File: config.mk
export PLATFORM = sky130hd
export DESIGN_NAME = apb_master_flat
export DESIGN_NICKNAME = d
export VERILOG_FILES = /design/src/rtl/apb_master_pkg.sv /design/src/rtl/apb_master_if.sv /design/src/rtl/apb_master_wait_timer.sv /design/src/rtl/apb_master.sv /design/src/flat_wrapper.sv
export SDC_FILE = /design/constraint.sdc
export NUM_CORES = 1
export LEC_CHECK = 0
export ABC_CLOCK_PERIOD_IN_PS = 1900
export CORE_MARGIN = 1
export CORE_UTILIZATION = 42
export DETAILED_ROUTE_END_ITERATION = 8
export HOLD_SLACK_MARGIN = 0.12
export PLACE_DENSITY = 0.82
export RECOVER_POWER = 25
export SYNTH_ARGS = -nofsm -noshare
export SYNTH_HDL_FRONTEND = slang
export SYNTH_SLANG_ARGS = --single-unit
File: constraint.sdc
create_clock -name pclk -period 1.9 [get_ports pclk]
set_input_delay 0.38 -clock pclk [delete_from_list [all_inputs] [get_ports pclk]]
set_output_delay 0.38 -clock pclk [all_outputs]
set_load 0.02 [all_outputs]
File: src/rtl/apb_master_pkg.sv
// Shared types and register map for the APB requester and the UART completer.
// Also holds the address-window check used on command acceptance.
package apb_uart_pkg;

  typedef enum logic [1:0] {
    IDLE,
    SETUP,
    ACCESS,
    RESP
  } state_t;

  localparam logic [11:0] ADDR_TX_DATA_REG = 12'h000;
  localparam logic [11:0] ADDR_RX_DATA_REG = 12'h004;
  localparam logic [11:0] ADDR_CFG_REG     = 12'h008;
  localparam logic [11:0] ADDR_CTRL_REG    = 12'h00C;
  localparam logic [11:0] ADDR_STT_REG     = 12'h010;

  // Bit 12 of each biased difference is set when the bound holds.
  function automatic logic addr_legal(
    input logic [11:0] a,
    input logic [11:0] lo,
    input logic [11:0] hi
  );
    logic [12:0] d_lo;
    logic [12:0] d_hi;
    d_lo = {1'b1, a} - {1'b0, lo};
    d_hi = {1'b1, hi} - {1'b0, a};
    return d_lo[12] && d_hi[12] && (a[1:0] == 2'b00);
  endfunction

endpackage

File: src/rtl/apb_master_if.sv
// Command, response and APB bus bundle for the APB requester.
// master is the requester view, slave the environment view.
interface apb_master_if;

  logic        cmd_valid;
  logic        cmd_ready;
  logic        cmd_write;
  logic [11:0] cmd_addr;
  logic [31:0] cmd_wdata;
  logic [3:0]  cmd_strb;

  logic        rsp_valid;
  logic        rsp_ready;
  logic [31:0] rsp_rdata;
  logic        rsp_slverr;
  logic        rsp_timeout;

  logic        psel;
  logic        penable;
  logic        pwrite;
  logic [11:0] paddr;
  logic [31:0] pwdata;
  logic [3:0]  pstrb;
  logic        pready;
  logic        pslverr;
  logic [31:0] prdata;

  modport master (
    input  cmd_valid, cmd_write, cmd_addr,
    input  cmd_wdata, cmd_strb,
    output cmd_ready,
    output rsp_valid, rsp_rdata,
    output rsp_slverr, rsp_timeout,
    input  rsp_ready,
    output psel, penable, pwrite,
    output paddr, pwdata, pstrb,
    input  pready, pslverr, prdata
  );

  modport slave (
    output cmd_valid, cmd_write, cmd_addr,
    output cmd_wdata, cmd_strb,
    input  cmd_ready,
    input  rsp_valid, rsp_rdata,
    input  rsp_slverr, rsp_timeout,
    output rsp_ready,
    input  psel, penable, pwrite,
    input  paddr, pwdata, pstrb,
    output pready, pslverr, prdata
  );

endinterface

File: src/rtl/apb_master_wait_timer.sv
// Saturating ACCESS-phase wait counter for the APB requester.
// Flags the last permitted wait cycle before a timeout abort.
module apb_wait_timer #(
  parameter int LIMIT = 16
) (
  input  logic i_clk,
  input  logic i_rst,
  input  logic i_clr,
  input  logic i_inc,
  output logic o_expired
);

  localparam int W = $clog2(LIMIT + 1);
  localparam logic [W-1:0] LAST = W'(LIMIT - 1);
  localparam logic [W-1:0] SAT  = W'(LIMIT);

  logic [W-1:0] r_count;

  always_ff @(posedge i_clk) begin
    if (i_rst || i_clr) begin
      r_count <= '0;
    end else if (i_inc && (r_count != SAT)) begin
      r_count <= r_count + W'(1);
    end
  end

  assign o_expired = (r_count == LAST);

endmodule

File: src/rtl/apb_master.sv
// APB requester: one command at a time, SETUP/ACCESS with bounded wait,
// local rejection of out-of-window addresses, valid/ready response.
module apb_master
  import apb_uart_pkg::*;
#(
  parameter logic [11:0] ADDR_MIN       = 12'h000,
  parameter logic [11:0] ADDR_MAX       = 12'h010,
  parameter int          TIMEOUT_CYCLES = 16
) (
  input logic          pclk,
  input logic          preset,
  apb_master_if.master bus
);

  state_t      r_state;
  logic        r_psel;
  logic        r_penable;
  logic        r_pwrite;
  logic [11:0] r_paddr;
  logic [31:0] r_pwdata;
  logic [3:0]  r_pstrb;
  logic        r_rsp_valid;
  logic        r_rsp_slverr;
  logic        r_rsp_timeout;
  logic [31:0] r_rsp_rdata;

  logic w_legal;
  logic w_clr;
  logic w_inc;
  logic w_expired;

  assign w_legal = addr_legal(bus.cmd_addr, ADDR_MIN, ADDR_MAX);
  assign w_clr   = (r_state == SETUP);
  assign w_inc   = (r_state == ACCESS);

  apb_wait_timer #(
    .LIMIT(TIMEOUT_CYCLES)
  ) u_timer (
    .i_clk    (pclk),
    .i_rst    (preset),
    .i_clr    (w_clr),
    .i_inc    (w_inc),
    .o_expired(w_expired)
  );

  always_ff @(posedge pclk) begin
    if (preset) begin
      r_state       <= IDLE;
      r_psel        <= 1'b0;
      r_penable     <= 1'b0;
      r_pwrite      <= 1'b0;
      r_paddr       <= '0;
      r_pwdata      <= '0;
      r_pstrb       <= '0;
      r_rsp_valid   <= 1'b0;
      r_rsp_slverr  <= 1'b0;
      r_rsp_timeout <= 1'b0;
      r_rsp_rdata   <= '0;
    end else begin
      unique case (r_state)
        IDLE: begin
          if (bus.cmd_valid) begin
            r_pwrite <= bus.cmd_write;
            r_paddr  <= bus.cmd_addr;
            r_pwdata <= bus.cmd_wdata;
            r_pstrb  <= bus.cmd_write ? bus.cmd_strb : 4'h0;
            if (w_legal) begin
              r_state <= SETUP;
              r_psel  <= 1'b1;
            end else begin
              r_state       <= RESP;
              r_rsp_valid   <= 1'b1;
              r_rsp_slverr  <= 1'b1;
              r_rsp_timeout <= 1'b0;
              r_rsp_rdata   <= '0;
            end
          end
        end
        SETUP: begin
          r_state   <= ACCESS;
          r_penable <= 1'b1;
        end
        ACCESS: begin
          // Completion is checked first so pready wins on the last cycle.
          if (bus.pready) begin
            r_state       <= RESP;
            r_psel        <= 1'b0;
            r_penable     <= 1'b0;
            r_rsp_valid   <= 1'b1;
            r_rsp_slverr  <= bus.pslverr;
            r_rsp_timeout <= 1'b0;
            r_rsp_rdata   <= (!r_pwrite && !bus.pslverr)
                           ? bus.prdata : '0;
          end else if (w_expired) begin
            r_state       <= RESP;
            r_psel        <= 1'b0;
            r_penable     <= 1'b0;
            r_rsp_valid   <= 1'b1;
            r_rsp_slverr  <= 1'b1;
            r_rsp_timeout <= 1'b1;
            r_rsp_rdata   <= '0;
          end
        end
        RESP: begin
          if (bus.rsp_ready) begin
            r_state     <= IDLE;
            r_rsp_valid <= 1'b0;
          end
        end
        default: r_state <= IDLE;
      endcase
    end
  end

  assign bus.cmd_ready   = (r_state == IDLE);
  assign bus.psel        = r_psel;
  assign bus.penable     = r_penable;
  assign bus.pwrite      = r_pwrite;
  assign bus.paddr       = r_paddr;
  assign bus.pwdata      = r_pwdata;
  assign bus.pstrb       = r_pstrb;
  assign bus.rsp_valid   = r_rsp_valid;
  assign bus.rsp_rdata   = r_rsp_rdata;
  assign bus.rsp_slverr  = r_rsp_slverr;
  assign bus.rsp_timeout = r_rsp_timeout;

endmodule
File: src/flat_wrapper.sv
// flat-port wrapper written by rule: the top's interface ports become plain ports
module apb_master_flat import apb_uart_pkg::*;
#(
  parameter logic [11:0] ADDR_MIN       = 12'h000,
  parameter logic [11:0] ADDR_MAX       = 12'h010,
  parameter int          TIMEOUT_CYCLES = 16
)
  (pclk, preset, bus_cmd_valid, bus_cmd_write, bus_cmd_addr, bus_cmd_wdata, bus_cmd_strb, bus_cmd_ready, bus_rsp_valid, bus_rsp_rdata, bus_rsp_slverr, bus_rsp_timeout, bus_rsp_ready, bus_psel, bus_penable, bus_pwrite, bus_paddr, bus_pwdata, bus_pstrb, bus_pready, bus_pslverr, bus_prdata);
  apb_master_if bus_i ();
  input logic pclk;
  input logic preset;
  input wire logic [$bits(bus_i.cmd_valid)-1:0] bus_cmd_valid;
  input wire logic [$bits(bus_i.cmd_write)-1:0] bus_cmd_write;
  input wire logic [$bits(bus_i.cmd_addr)-1:0] bus_cmd_addr;
  input wire logic [$bits(bus_i.cmd_wdata)-1:0] bus_cmd_wdata;
  input wire logic [$bits(bus_i.cmd_strb)-1:0] bus_cmd_strb;
  output wire logic [$bits(bus_i.cmd_ready)-1:0] bus_cmd_ready;
  output wire logic [$bits(bus_i.rsp_valid)-1:0] bus_rsp_valid;
  output wire logic [$bits(bus_i.rsp_rdata)-1:0] bus_rsp_rdata;
  output wire logic [$bits(bus_i.rsp_slverr)-1:0] bus_rsp_slverr;
  output wire logic [$bits(bus_i.rsp_timeout)-1:0] bus_rsp_timeout;
  input wire logic [$bits(bus_i.rsp_ready)-1:0] bus_rsp_ready;
  output wire logic [$bits(bus_i.psel)-1:0] bus_psel;
  output wire logic [$bits(bus_i.penable)-1:0] bus_penable;
  output wire logic [$bits(bus_i.pwrite)-1:0] bus_pwrite;
  output wire logic [$bits(bus_i.paddr)-1:0] bus_paddr;
  output wire logic [$bits(bus_i.pwdata)-1:0] bus_pwdata;
  output wire logic [$bits(bus_i.pstrb)-1:0] bus_pstrb;
  input wire logic [$bits(bus_i.pready)-1:0] bus_pready;
  input wire logic [$bits(bus_i.pslverr)-1:0] bus_pslverr;
  input wire logic [$bits(bus_i.prdata)-1:0] bus_prdata;
  assign bus_i.cmd_valid = bus_cmd_valid;
  assign bus_i.cmd_write = bus_cmd_write;
  assign bus_i.cmd_addr = bus_cmd_addr;
  assign bus_i.cmd_wdata = bus_cmd_wdata;
  assign bus_i.cmd_strb = bus_cmd_strb;
  assign bus_cmd_ready = bus_i.cmd_ready;
  assign bus_rsp_valid = bus_i.rsp_valid;
  assign bus_rsp_rdata = bus_i.rsp_rdata;
  assign bus_rsp_slverr = bus_i.rsp_slverr;
  assign bus_rsp_timeout = bus_i.rsp_timeout;
  assign bus_i.rsp_ready = bus_rsp_ready;
  assign bus_psel = bus_i.psel;
  assign bus_penable = bus_i.penable;
  assign bus_pwrite = bus_i.pwrite;
  assign bus_paddr = bus_i.paddr;
  assign bus_pwdata = bus_i.pwdata;
  assign bus_pstrb = bus_i.pstrb;
  assign bus_i.pready = bus_pready;
  assign bus_i.pslverr = bus_pslverr;
  assign bus_i.prdata = bus_prdata;
  apb_master #(.ADDR_MIN(ADDR_MIN), .ADDR_MAX(ADDR_MAX), .TIMEOUT_CYCLES(TIMEOUT_CYCLES)) u_core (.pclk(pclk), .preset(preset), .bus(bus_i));
endmodule
==> metrics.yaml <==
yosys:
  synth_compound_area_share_pct: 8.74
  seq_area_frac_synth_pct: 48.0
  synth.top_cell.area_share_pct: 48.0
  yosys.area.top_type: "dfxtp_1"
  synthAdderAreaFrac_pct: 2.58
  synth.distinct_cells: 44
  ys_warn_count: 0
  syn_area_per_cell_sq_um: 8.75
  synth_xor_area_share_pct: 0.678
  syn-num-nets: 538
  synth_simple_gate_area_share_pct: 26.0
  ys_ff_latch: 93
  ys_top_cells_by_area: "dfxtp_1 48%, nand2_1 13%, mux2i_1 8.8%"
  synth_top_family_by_area: "simple AND/OR/NAND/NOR gates"
  synthMuxAreaShare_pct: 8.78
  syn_area_sq_um: 3880
  syn-instance-count: 443
die:
  dieArea_sq_um: 9620
  pin_count: 174
  start_util_pct: 43.8
  num_rows: 34
  die_h_um: 98.1
  die_w_um: 98.1
  coreArea_sq_um: 8850
cts:
  postCtsHoldBufs: 0
  htree_num_levels: 3
  clockBufferDepth: 2
  post_cts_buffers: 0
  cts_root_buf: "clkbuf_8"
  cts_tree: "yes"
  clk_pin_slew_ns: 0.09
  cts.sinks: 93
  clock_latency_ns: 0.35
  cts_buffers: 9
grt:
  use_met2_pct: 36.9
  antenna_found_initial: 0
  grt_use_met1_pct: 25.1
  grt_max_degree: 48
  grtUsageMet3_pct: 6.59
  grt_pass1_vias: 3540
  top_usage_layer: "met2"
  grt_pass1_wl_um: 16500
  grt_usage_pct: 21.2
  overflow: 0
timing:
  relSlewSlack_pct: 68.3
  hold_viol: 0
  rsz0062_at_grt: "true"
  hold_slack_ns: 0.354
  slew_viol_final: 0
  fin_crit_ns: 1.86
  finClkSkew_ns: 0.00955
  period_share_pct: 97.9
  finalSetupViolCount: 0
  fmaxAchievable_mhz: 538
  tightest_slew_ns: 0.476
power:
  power.total_mw: 6.56
  p_int_mw: 4.18
  netSwitchingFraction_pct: 36.3
  comb_power_share_pct: 45.3
  p_leak_nw: 2.26
  irDropWorstVdd_v: 0.000621
  power.switching_mw: 2.38
  power_density_nw_per_um2: 1090
  pwr-share-seq_pct: 36.0
  clkPwrFrac_pct: 18.8
cells_and_area:
  synthToLayoutAreaGrowth_pct: 55.1
  finalCoreUtilization_pct: 67.9
  multiInputGateArea_sq_um: 1830
  drive_gt1_share_pct: 9.25
  nNetsFinal: 717
  final-seq-area_sq_um: 1860
  fillers: 699
  diodes: 0
  finalNonFillerCells: 735
critical_path:
  start_kind: "flip-flop"
  cp_slowest_stage_delay_ns: 0.35
  path_class: "reg2reg"
  required_ns: 2.17
  rr_worst_depth: 8
  crit_slowest_cell: "dfxtp_2"
  crit_chain: "ha_2 > and3_1 > ha_2 > nor3b_4 > nor3_4 > nand2_4 > clkbuf_16 > mux2i_1"
  cp_max_fo: 9
  cp-end-kind: "flip-flop"
  cpMostUsedCell: "ha_2"
  cp_data_arrival_time_ns: 2.13
detailed_routing:
  firstDrtPassIters: 8
  ant_nets: 0
  drt_iter0_drc: 133
  wl_um: 10300
  drc: 15
  wire_per_inst_um: 14.1
  vias_per_cell: 4.92
  vias: 3613
placement:
  placed_cells: 717
  dp_hpwl_um: 7510
  globalplace.congestion: 0.764
  io_buffers: 173
run_status:
  violations: "DRC"
  outcome: "finished with violations"
job:
  drv_cap: 0
min_path:
  hold_depth: 2
  hp-class: "in2reg"
-- worst max-delay path, delay by kind of cell, from the launching register on --
kind / cells / cell delay (ns)
simple gates: 4 / 0.68
fa+ha+maj: 2 / 0.36
flops: 1 / 0.35
mux: 1 / 0.21
buf+inv: 1 / 0.19
-- path summary, 6_finish.rpt --
| check | slack (ns) | startpoint | end |
|---|---|---|---|
| worst max-delay path | 0.04 | u_core.u_timer.r_count[1] | u_core.bus.rsp_rdata[27] |
| worst max register to register | 0.04 | u_core.u_timer.r_count[1] | u_core.bus.rsp_rdata[27] |
| worst min-delay path | 0.35 | preset | u_core.bus.rsp_valid |
| worst min register to register | 0.46 | u_core.bus.pwdata[21] | u_core.bus.pwdata[21] |
-- synthesized netlist by cell type (all sizes together) --
master	instances
a2111oi	1
a211oi	1
a21oi	51
a31oi	1
and2	1
and3	1
buf	10
clkbuf	19
dfxtp	93
ha	8
inv	8
mux2i	34
nand2	132
nand2b	34
nand3	5
nand4	2
nand4b	1
nor2	9
nor2b	3
nor3	8
nor3b	2
nor4	3
nor4b	1
o21ai	3
o311ai	3
o31ai	2
or2	1
or3	1
or3b	1
or4	1
xnor2	1
xor2	2
-- state kept, by name (all words and copies together), names as in the netlist --
signal                  flops
u_core.bus.paddr           12
u_core.u_timer.r_count      5
u_core.bus.pwdata          32
u_core.r_state              2
u_core.bus.rsp_slverr       1
u_core.bus.pwrite           1
u_core.bus.penable          1
u_core.bus.rsp_timeout      1
u_core.bus.rsp_rdata       32
u_core.bus.psel             1
u_core.bus.rsp_valid        1
u_core.bus.pstrb            4
-- power by group through the flow --
stage,registers [mW],clock network [mW],logic (mW)
3_3_place_gp,2.39,0,2.74
6_report,2.36,1.23,2.97
4_1_cts,2.36,1.27,2.80
5_1_grt,2.40,1.36,3.19
2_1_floorplan,2.67,0,1.54
3_5_place_dp,2.40,0,2.80
-- metrics by stage --
stage / setup WS, ns / cell area [sq um] / setup TNS [ns]
2_1_floorplan: 0.0663 / 3880 / 0
3_3_place_gp: -0.0212 / 5770 / -0.484
3_5_place_dp: -0.106 / 5770 / -2.41
4_1_cts: 0.00560 / 5950 / 0
5_1_grt: -0.0340 / 6010 / -0.0749
6_report: 0.0403 / 6010 / 0
-- cell type report --
type,count,share of cell area (%)
multi-input cells,313,30.5
clock inverters,7,0.916
flip-flops and latches,93,31.0
inverters,8,0.499
repair buffers,197,32.8
well taps,108,2.25
clock buffers,9,2.06
-- what timing repair did --
item                                    CTS  global route
resized for setup                         1             7
gates cloned                              0             2
endpoints found under the setup margin    1            36
pin swaps                                 0             3
-- layout by cell type (no fill, tap or decap), types with 6 or more instances in the layout --
cell and instances:
nor3_1 6, buf_4 17, a21oi_1 51, clkdlybuf4s50_1 171, clkbuf_8 9, inv_1 8
dfxtp_1 91, nand2b_1 34, nand2_1 130, mux2i_1 34, nor2_1 9
-- metal layers --
metal  wire, um  part of all wire [%]
met5          0                     0
met3        996                   9.6
met1       4170                    40
met2       5090                    49
met4         80                  0.77
-- cell families (layout without fill, tap and decap cells) --
family	after synthesis	count (layout)
XOR/XNOR	3	3
adder cells (fa/ha/maj)	8	8
buffers and inverters	37	221
AND/OR/NAND/NOR	206	206
flip-flops	93	93
multiplexers	34	34
AO/OA/AOI/OAI	62	62
Note: power is estimated with default switching activity, not from simulation.
